<file path="src/rtl/krake_intercon.sv">
// Bus interconnect between the krake_bus master and up to 15 register-mapped slaves.
// Decodes the slot field into one-hot strobes, times out silent slaves and serves a status slot.
module krake_intercon #(
  parameter int N_SLAVES = 12,
  parameter int ADR_W    = 8,
  parameter int SEL_W    = 4,
  parameter int DAT_W    = 8,
  parameter int TIMEOUT  = 16
) (
  input  logic                      clk_i,
  input  logic                      rst_i,
  input  logic                      m_stb_i,
  input  logic                      m_we_i,
  input  logic [ADR_W-1:0]          m_adr_i,
  input  logic [DAT_W-1:0]          m_dat_i,
  output logic [DAT_W-1:0]          m_dat_o,
  output logic                      m_ack_o,
  output logic                      m_err_o,
  output logic [N_SLAVES-1:0]       s_stb_o,
  output logic                      s_we_o,
  output logic [ADR_W-SEL_W-1:0]    s_adr_o,
  output logic [DAT_W-1:0]          s_dat_o,
  input  logic [N_SLAVES*DAT_W-1:0] s_dat_i,
  input  logic [N_SLAVES-1:0]       s_ack_i
);

  localparam int OFS_W = ADR_W - SEL_W;
  localparam logic [SEL_W-1:0] STATUS_SEL = '1;

  typedef enum logic [1:0] {S_IDLE, S_BUSY, S_DONE} state_t;

  state_t              r_state;
  logic [SEL_W-1:0]    r_sel;
  logic [OFS_W-1:0]    r_ofs;
  logic                r_we;
  logic [DAT_W-1:0]    r_wdat;
  logic [DAT_W-1:0]    r_rdat;
  logic                r_ack;
  logic                r_err;
  logic [N_SLAVES-1:0] r_stb;
  logic [7:0]          r_tcnt;
  logic [7:0]          r_err_cnt;
  logic [7:0]          r_err_adr;

  logic [SEL_W-1:0]    w_sel;
  logic [OFS_W-1:0]    w_ofs;
  logic                w_ack;
  logic [DAT_W-1:0]    w_slv_dat;
  logic [DAT_W-1:0]    w_stat_dat;

  assign w_sel = m_adr_i[ADR_W-1:OFS_W];
  assign w_ofs = m_adr_i[OFS_W-1:0];

  function automatic logic [7:0] sat_inc(input logic [7:0] v);
    return (v == 8'hFF) ? v : v + 8'd1;
  endfunction

  // The strobe is one-hot, so masking with it picks only the selected slave's ack and data.
  always_comb begin
    // NOTE: every always_comb output gets a default first so no path can infer a latch.
    w_ack     = |(s_ack_i & r_stb);
    w_slv_dat = '0;
    for (int k = 0; k < N_SLAVES; k++)
      if (r_stb[k]) w_slv_dat = w_slv_dat | s_dat_i[k*DAT_W +: DAT_W];
  end

  always_comb begin
    w_stat_dat = '0;
    case (int'(w_ofs))
      0:       w_stat_dat = DAT_W'(r_err_cnt);
      1:       w_stat_dat = DAT_W'(r_err_adr);
      2:       w_stat_dat = DAT_W'(8'(N_SLAVES));
      default: w_stat_dat = '0;
    endcase
  end

  always_ff @(posedge clk_i) begin
    // NOTE: sequential state uses non-blocking assignments so all registers update together.
    if (rst_i) begin
      r_state   <= S_IDLE;
      r_sel     <= '0;
      r_ofs     <= '0;
      r_we      <= 1'b0;
      r_wdat    <= '0;
      r_rdat    <= '0;
      r_ack     <= 1'b0;
      r_err     <= 1'b0;
      r_stb     <= '0;
      r_tcnt    <= '0;
      r_err_cnt <= '0;
      r_err_adr <= '0;
    end else begin
      r_ack <= 1'b0;
      r_err <= 1'b0;
      case (r_state)
        S_IDLE: if (m_stb_i) begin
          r_sel  <= w_sel;
          r_ofs  <= w_ofs;
          r_we   <= m_we_i;
          r_wdat <= m_dat_i;
          r_tcnt <= '0;
          if (int'(w_sel) < N_SLAVES) begin
            r_stb   <= N_SLAVES'(1) << w_sel;
            r_state <= S_BUSY;
          end else if (w_sel == STATUS_SEL) begin
            r_ack <= 1'b1;
            if (!m_we_i)          r_rdat    <= w_stat_dat;
            else if (w_ofs == '0) r_err_cnt <= '0;
            r_state <= S_DONE;
          end else begin
            r_err     <= 1'b1;
            r_err_cnt <= sat_inc(r_err_cnt);
            r_err_adr <= 8'(m_adr_i);
            r_state   <= S_DONE;
          end
        end
        S_BUSY: begin
          // An ack arriving in the final timeout cycle still completes normally.
          if (w_ack) begin
            r_stb   <= '0;
            r_ack   <= 1'b1;
            if (!r_we) r_rdat <= w_slv_dat;
            r_state <= S_DONE;
          end else if (r_tcnt == 8'(TIMEOUT - 1)) begin
            r_stb     <= '0;
            r_err     <= 1'b1;
            r_rdat    <= '1;
            r_err_cnt <= sat_inc(r_err_cnt);
            r_err_adr <= 8'({r_sel, r_ofs});
            r_state   <= S_DONE;
          end else begin
            r_tcnt <= r_tcnt + 8'd1;
          end
        end
        S_DONE: if (!m_stb_i) r_state <= S_IDLE;
        default: r_state <= S_IDLE;
      endcase
    end
  end

  assign m_dat_o = r_rdat;
  assign m_ack_o = r_ack;
  assign m_err_o = r_err;
  assign s_stb_o = r_stb;
  assign s_we_o  = r_we;
  assign s_adr_o = r_ofs;
  assign s_dat_o = r_wdat;

endmodule

</file>
<file path="config.mk">
export PLATFORM = sky130hd
export DESIGN_NAME = krake_intercon
export DESIGN_NICKNAME = d
export VERILOG_FILES = /design/src/rtl/krake_intercon.sv
export SDC_FILE = /design/constraint.sdc
export NUM_CORES = 1
export LEC_CHECK = 0
export BUFFER_PORTS_ARGS = -buffer_cell sky130_fd_sc_hd__clkbuf_2
export CELL_PAD_IN_SITES_DETAIL_PLACEMENT = 1
export CELL_PAD_IN_SITES_GLOBAL_PLACEMENT = 1
export CORE_MARGIN = 8
export CORE_UTILIZATION = 30
export DETAILED_ROUTE_END_ITERATION = 12
export PLACE_DENSITY_LB_ADDON = 0.2
export SETUP_SLACK_MARGIN = 0.02
export SLEW_MARGIN = 20
export SYNTH_ARGS = -nofsm -noshare
export SYNTH_HDL_FRONTEND = slang
export SYNTH_SLANG_ARGS = --single-unit
</file>
<file path="constraint.sdc">
create_clock -name clk_i -period 3.56 [get_ports clk_i]
set_input_delay 0.712 -clock clk_i [delete_from_list [all_inputs] [get_ports clk_i]]
set_output_delay 0.712 -clock clk_i [all_outputs]
set_load 0.005 [all_outputs]
</file>
Word level (Yosys, flattened, before mapping)
Index checks and enable logic that the tools add are counted.
- bits in registers: 65
- bits of input ports: 128
- logic and storage cells: 122
- $add $sub $neg: 2
- order comparisons: 1
- equal/unequal tests: 21
- shift operators: 1
- multiplexer cells: 62
- bitwise gates (word level): 12
- reduce and logical (&&, ||, !) cells: 11
- operators by type and width (kind ; number):
    8-bit two-way mux ; 35
    8-bit OR ; 11
    8-bit case mux with 2 select lines ; 4
    12-bit two-way mux ; 4
    12-bit case mux with 2 select lines ; 1
    8-bit case mux with 3 select lines ; 1
    2-bit inequality test (second input constant) ; 10
    8-bit by 1-bit adder with 8-bit output (second input constant) ; 2
    7-bit AND reduction ; 2
    12-bit bitwise AND ; 1
    3-bit inequality test (second input constant) ; 4
    12-bit OR reduction ; 1
    1-bit by 4-bit << shifter with 12-bit output (first input constant) ; 1
    2-bit two-way mux ; 5
    1-bit two-way mux ; 9
    8-bit by 4-bit == test with 1-bit output (second input constant) ; 1
    8-bit == test (second input constant) ; 1
    4-bit AND reduction ; 2
    2-bit case mux with 3 select lines ; 1
    6-bit AND reduction ; 1
    4-bit by 1-bit == test with 1-bit output (second input constant) ; 1
    4-bit by 2-bit == test with 1-bit output (second input constant) ; 1
    4-bit == test (second input constant) ; 1
    4-bit zero test ; 1
    8 further kinds ; 9

Longest topological paths before layout
Gate-level depths: netlist of the first run.
- depth in word-level cells: 26
- depth in mapped cells: 9
- gate-level depth less buffers: 7

Worst setup path after synthesis of the first run
OpenSTA, ideal clock, no wires.
- kind: input-to-reg
- start point: input s_ack_i[7]
- end point: register r_err_cnt[3]
- arrival time: 2216 ps
- required time: 3437 ps
- slack: 1221 ps
- stages on the path: 7
- cells stage by stage: a22oi_1 nand2_1 or4_1 buf_2 a21oi_2 nand4_1 mux2_1
- longest elaborated chain between the ends: 4
- RTL lines (item ; RTL line ; source):
    start: declaration ; 24 ; input logic [N_SLAVES-1:0] s_ack_i
    12-bit bitwise AND ; 61 ; w_ack = |(s_ack_i & r_stb);
    12-bit OR reduction ; 61 ;
    2-bit inequality test (no source line) ; n/a ;
    7-bit AND reduction (no source line) ; n/a ;
    end signal: assignment ; 112 ; r_err_cnt <= sat_inc(r_err_cnt);
    end signal: assignment ; 128 ; r_err_cnt <= sat_inc(r_err_cnt);
    end: declaration ; 42 ; logic [7:0] r_err_cnt;
Every way passes these cells.
A chain may end at the register's enable or synchronous reset.

Worst setup path in the final report of the first run
- start point: register r_tcnt[0]
- end point: register r_err_cnt[2]
- longest elaborated chain between the ends: 3
- RTL lines (item ; RTL line ; source):
    start: declaration ; 41 ; logic [7:0] r_tcnt;
    start signal: assignment ; 132 ; r_tcnt <= r_tcnt + 8'd1;
    8-bit by 4-bit == test with 1-bit output ; 124 ; end else if (r_tcnt == 8'(TIMEOUT - 1)) begin
    2-bit inequality test (no source line) ; n/a ;
    7-bit AND reduction (no source line) ; n/a ;
Every way passes these cells.

==> results of run 1 <==
report_power, final:
part	switching [mW]	internal, mW
Combinational	0.190	0.145
Clock	0.328	0.683
Sequential	0.0325	0.764
Total	0.551	1.59
stage by stage:
| step | setup WS (ps) | cells | hold WS, ps |
|---|---|---|---|
| floorplan | 1220 | 441 | 436 |
| global placement | 841 | 733 | 442 |
| detailed placement | 772 | 733 | 452 |
| CTS | 850 | 749 | 460 |
| global route | 661 | 749 | 476 |
| finish | 872 | 749 | 456 |
worst max-delay path, stage by stage, from the launching register on:
cell and delay (ps):
dfxtp_1 390, ha_1 180, and3_1 190, nand2_1 60, buf_4 190, or4_1 720, a21boi_4 500, a21oi_1 140
a311oi_1 240
layout make-up:
type                    instances  area, sq um
clock inverters                 7          119
well taps                     147          184
multi-input cells             338         2130
fillers                      1482         6960
flip-flops and latches         65         1300
inverters                       6         22.5
repair buffers                177          923
clock buffers                   9          225
logic make-up after synthesis:
logic type,count (synthesis)
simple gates,176
buf+inv,38
xor+xnor,9
compound gates,133
mux,18
flops,65
fa+ha+maj,2
sequential cells by signal, summed over array words and instances, names as in the netlist:
name	flops
r_err_cnt	8
m_err_o	1
s_dat_o	8
r_tcnt	8
r_sel	4
s_we_o	1
m_ack_o	1
s_adr_o	4
m_dat_o	8
s_stb_o	12
r_state	2
r_err_adr	8
cell usage in the layout (no fill, tap or decap), types with 7 or more instances in the layout:
master and instances:
a21oi_1 36, a221oi_1 17, a22o_1 23, a22oi_1 20, buf_4 15, clkbuf_16 9, clkbuf_2 162, dfxtp_1 65
mux2_2 12, nand2_1 68, nand4_1 18, nor2_1 36, nor2b_1 8, nor3_1 18, o21ai_0 7
layer usage:
| layer | GRT usage [%] | vias up |
|---|---|---|
| li1 | - | 1966 |
| met5 | 0 | - |
| met4 | 6.16 | 0 |
| met2 | 32.7 | 140 |
| met1 | 23.2 | 1952 |
| met3 | 5.27 | 22 |
path summary, 6_finish.rpt:
kind                   start           end  slack, ps  cells past startpoint
setup reg to reg   r_tcnt[0]  r_err_cnt[2]        870                      8
hold reg to reg   s_dat_o[6]    s_dat_o[6]        460                      2
hold / removal    s_dat_o[6]    s_dat_o[6]        460                      2
setup / recovery   r_tcnt[0]  r_err_cnt[2]        870                      8
==> Flow_metrics.wiki, run 1 <==
{| class="wikitable"
! Metric !! Value
|-
| Overall routing resource usage || between 15 and 20%
|-
| Wirelength, routed || about 15000 microns
|-
| Static Leakage || about 2.1 nW
|-
| Final count of negative-setup-slack endpoints || 0
|-
| Placed inst area || between 4000 and 5000 sq um
|-
| Count of boundary I/O pins || roughly 160
|-
| Share of the core filled with cells in the final layout || approximately two fifths
|-
| Width of the chip || about 130 microns
|-
| Largest net degree at the start of global routing || 36
|-
| Simple-gate portion of the synthesized area || between 20% and 30%
|-
| Initial antenna violation count || 0
|-
| CP Data Required Time || 3810 ps
|-
| Fin Setup TNS || 0 ps
|-
| Final global-route overflow total || 0
|-
| First DRT Iteration DRCs || roughly 180
|-
| Area of the core || between 10000 and 15000 sq um
|-
| Dpl hpwl || about 12000 microns
|-
| Cell with the most instances after synthesis || nand2_1
|-
| Final Instance Area || 4900 sq um
|-
| Main synth FF type || dfxtp_1
|-
| Antenna cell count || 0
|-
| Net count after synthesis || between 500 and 600
|-
| Cell area after synthesis || 3580 sq um
|-
| Final period utilization || 75.5%
|-
| Number of enable-type register cells in the synthesized netlist || 0
|-
| Kind of launch point of the worst setup path || flip-flop
|-
| Max-slew violations || 0
|-
| Cell Rows || 40
|-
| Clock transition at path regs || ~50 ps
|-
| Share of final-layout standard cells stronger than drive strength 1 || 35.2%
|-
| Post-synthesis xor/xnor area fraction || 2.20%
|-
| Nature of the critical path endpoint || flip-flop
|-
| Register area share after synthesis || 36.3%
|-
| Netlist cell types || roughly 50
|-
| H-tree levels || 3
|-
| Post-synthesis share of cell area spent on full adders, half adders and majority gates || 0.698%
|-
| Overall via count from detail_route || roughly 4100
|-
| Vias in the first global route || between 4000 and 5000
|-
| Number of design rule violations left after detail routing || 0
|-
| CTS tree || done
|-
| Total power consumption of the routed design || 2.14 mW
|-
| Clock root buffer master || clkbuf_16
|-
| Initial standard-cell utilization of the core || between 30 and 40%
|-
| Total number of yosys warnings || 0
|-
| Via-to-Cell Ratio || between 5 and 6
|-
| NumNets Final || slightly above 700
|-
| Gate Count Post-Synth || between 400 and 500
|-
| Final critical-path required period || approximately 2700 ps
|-
| Seq cells post-synth || 65
|-
| Vertical die dimension || approximately 130 microns
|-
| Worst slew margin || around half
|-
| Transition time of the tightest slew-check pin || 749 ps
|-
| Average wire per standard cell || between 20 and 25 microns
|-
| Highest metal layer used by the detailed router || met4
|-
| Remaining antenna violation count after routing || 0
|-
| Share of cell area taken by muxes after synthesis || ~5.9%
|-
| Library cell occupying the most area in the post-synthesis netlist || dfxtp_1
|-
| Placer congestion estimate || 0.828
|-
| RSZ-0062 raised after global routing || no
|-
| Synth-to-layout area growth || 36.8%
|-
| Wire length of the first global-routing pass || around 24000 microns
|-
| Number of violations of the max-capacitance limit || 0
|-
| Syn_area_per_cell || 8.13 sq um
|-
| Port-buffer cells || ~160
|-
| Pre-Repair DR Iteration Count || 4
|-
| Ratio of total power to cell area || 437 nW/um^2
|-
| Number of resized instances in the post-cts repair step || 0
|-
| CTS sink cnt || 65
|-
| Worst min-delay path class || flip-flop to flip-flop
|-
| WL met3 || roughly 860 microns
|-
| Peak ir drop on the vdd network || 299 uV
|-
| Start-to-end type of the worst setup path || flip-flop to flip-flop
|-
| Result of the run || finished clean
|-
| Length of routed met2 wiring || about 7400 microns
|-
| CP max FO || 18
|-
| Crit path DAT || 2940 ps
|-
| Clock Skew || ~6.1 ps
|-
| Most frequent cells after synthesis || nand2_1, dfxtp_1, a21oi_1, nor2_1, clkbuf_1
|-
| Max frequency || 372 MHz
|-
| M1 WL || between 6000 and 7000 microns
|-
| Cts-stage hold buffer count || 0
|-
| Fraction of registers with async set/reset || 0%
|-
| Fraction of post-synthesis cell area in the top cell type by area || between 30% and 40%
|-
| Clk Latency, worst-skew pair || 340 ps
|-
| Dominant cells by area after synthesis || dfxtp_1, nand2_1, a22o_1
|-
| Fin. Hold Viols || 0
|-
| Combinational family with the most area after synthesis || compound AO/OA/AOI/OAI gates
|-
| Die area || ~16000 sq um
|-
| Num CTS Buffers || 9
|-
| Post-synthesis compound-gate area fraction || between 20% and 30%
|-
| Clock tree buffer depth || 2
|-
| # Post-CTS Setup Buffers || 0
|}
No activity file was read; power rests on OpenSTA's default activity.
==> inputs of run 2 (changes only) <==
==> constraint.sdc (replaced) <==
create_clock -name clk_i -period 2.3 [get_ports clk_i]
set_input_delay 0.46 -clock clk_i [delete_from_list [all_inputs] [get_ports clk_i]]
set_output_delay 0.46 -clock clk_i [all_outputs]
set_load 0.005 [all_outputs]
==> run 2 against run 1 <==
  * Flip-flop and latch count did not move
  * Largest power group unchanged
  * Non-clock buffer count rose by 19
  * Setup slack got worse by 700 ps
  * Critical endpoint unchanged
  * Critical path depth did not move
  * Clock skew rose by 0.74 ps
  * Register-to-register slack got worse by 700 ps
==> Flow_metrics.wiki, run 2 (same netlist as run 1, synthesis figures left out) <==
{| class="wikitable"
! Metric !! Value
|-
| Result of the run || finished clean
|-
| Max-slew violations || 0
|-
| CTS tree || done
|-
| Start-to-end type of the worst setup path || flip-flop to flip-flop
|-
| Width of the chip || 125 microns
|-
| Antenna cell count || 0
|-
| Peak ir drop on the vdd network || 572 uV
|-
| Overall routing resource usage || between 10% and 20%
|-
| NumNets Final || around 750
|-
| First DRT Iteration DRCs || 210
|-
| Pre-Repair DR Iteration Count || 4
|-
| Most common cell after layout, fill and taps aside || clkbuf_2
|-
| Final global-route overflow total || 0
|-
| Kind of launch point of the worst setup path || flip-flop
|-
| Placed inst area || ~4700 sq um
|-
| Filler cell count in the final layout || around 1500
|-
| Nature of the critical path endpoint || flip-flop
|-
| Static Leakage || about 2.2 nW
|-
| Max FFs per register || 12
|-
| Top library cells by usage in the layout, fill and taps aside || clkbuf_2, nand2_1, dfxtp_1
|-
| Number of design rule violations left after detail routing || 0
|-
| Area of the core || roughly 12000 sq um
|-
| Crit path capture || r_err_cnt[2]
|-
| Ratio of total power to cell area || a little over 600 nW/um^2
|-
| Wire length of the first global-routing pass || between 20000 and 25000 microns
|-
| Via-to-Cell Ratio || 5.45
|-
| Worst slew margin || roughly 70%
|-
| Clock tree buffer depth || 2
|-
| Number of violations of the max-capacitance limit || 0
|-
| Clock transition at path regs || 60 ps
|-
| Overall via count from detail_route || between 4000 and 5000
|-
| Placer congestion estimate || approximately 0.83
|-
| Source of the critical timing path || r_tcnt[0]
|-
| Crit path DAT || about 2400 ps
|-
| Average wire per standard cell || between 20 and 25 microns
|-
| Initial standard-cell utilization of the core || approximately 30%
|-
| Synth-to-layout area growth || 40.3%
|-
| Remaining antenna violation count after routing || 0
|-
| Max frequency || between 400 and 500 MHz
|-
| FF-to-FF End || r_err_cnt[2]
|-
| Start of the worst register-to-register path || r_tcnt[0]
|-
| Die area || about 16000 sq um
|-
| CTS sink cnt || between 60 and 70
|-
| Wirelength, routed || about 15000 microns
|-
| Clock Skew || 6.83 ps
|-
| Worst min-delay path class || input port to flip-flop
|-
| Clock root buffer master || clkbuf_16
|-
| Port-buffer cells || ~160
|-
| Worst slack at placement || -24.0 ps
|-
| Setup slack, reg-to-reg || between 150 and 200 ps
|-
| Clk Latency, worst-skew pair || roughly 330 ps
|-
| Dpl hpwl || 12200 microns
|-
| H-tree levels || 3
|-
| Largest net degree at the start of global routing || 27
|-
| Worst r2r path cells || 8
|-
| Initial antenna violation count || 0
|-
| Fin. Hold Viols || 0
|-
| Final critical-path setup slack || roughly 170 ps
|-
| CP Data Required Time || around 2500 ps
|-
| Num CTS Buffers || 9
|-
| Cell Rows || 40
|-
| Share of final-layout standard cells stronger than drive strength 1 || roughly 37%
|-
| Cts-stage hold buffer count || 0
|-
| Vertical die dimension || about 130 microns
|-
| Final critical-path required period || approximately 2100 ps
|-
| RSZ-0062 raised after global routing || no
|-
| Worst hold margin || 348 ps
|-
| Transition time of the tightest slew-check pin || 465 ps
|-
| Vias in the first global route || between 4000 and 5000
|-
| CP max FO || 5
|-
| Final period utilization || between 90 and 100%
|-
| Final count of negative-setup-slack endpoints || 0
|-
| Count of boundary I/O pins || ~160
|-
| Final Instance Area || between 5000 and 6000 sq um
|}
[run 2: changes by cell type in the layout (fill, tap and decap cells not counted), moves of 2 or more]
cell / change
clkbuf_1: +2
buf_4: +16
bufinv_16: -3
buf_6: +2
[run 2: metrics by stage]
step                TNS [ps]  util (%)  power (mW)  std cells
floorplan                  0         -        1.52        441
global placement           0      39.8        1.80        753
detailed placement     -63.6      39.8        1.82        753
CTS                        0      42.2        3.09        769
global route               0      42.4        3.20        768
finish                     0      42.4        3.05        768
[run 2: how the worst min path moves through the flow]
stage / cells past startpoint / slack, ps / to / startpoint
2_1_floorplan: 2 / 440 / r_sel[2] / r_sel[2]
3_3_place_gp: 2 / 440 / s_dat_o[6] / s_dat_o[6]
3_5_place_dp: 2 / 460 / s_dat_o[2] / s_dat_o[2]
4_1_cts: 3 / 340 / s_dat_o[5] / m_dat_i[5]
5_1_grt: 3 / 360 / s_dat_o[6] / m_dat_i[6]
6_report: 3 / 350 / s_dat_o[5] / m_dat_i[5]
[run 2: area by class of cell]
| class | instances | area, sq um | share of cell area [%] |
|---|---|---|---|
| Clock buffer | 12 | 246 | 4.90 |
| Tap cell | 147 | 184 | 3.66 |
| Inverter | 6 | 22.5 | 0.448 |
| Timing Repair Buffer | 196 | 1090 | 21.6 |
| Multi-Input combinational cell | 338 | 2160 | 42.9 |
| Sequential cell | 65 | 1300 | 25.9 |
| Clock inverter | 4 | 28.8 | 0.572 |
[run 2: timing repair]
item | CTS | global route
gates resized for setup | 2 | 5
endpoints found under the setup margin | 5 | 12
cloned | 0 | 0
pin swaps | 1 | 5
buffers inserted | 0 | 0
[run 2: per-layer routing]
layer  track usage (%)  part of all wire [%]
met4              6.09                   1.8
met5                 0                     0
met3              4.21                   4.7
met1              23.1                    43
met2              34.5                    51
[run 2: worst max-delay path, stage by stage, from the launching register on]
cell	delay [ps]
dfxtp_2	340
ha_1	170
and3_4	190
nand2_1	80
or4_4	580
a21boi_4	210
buf_4	160
a21oi_1	60
a311oi_1	230
[run 2: power breakdown]
group	total [mW]	internal, mW	leakage [nW]	switching [mW]
sequential	1.23	1.18	0.529	0.0428
combinational	0.573	0.259	1.55	0.314
clock	1.26	0.758	0.129	0.497
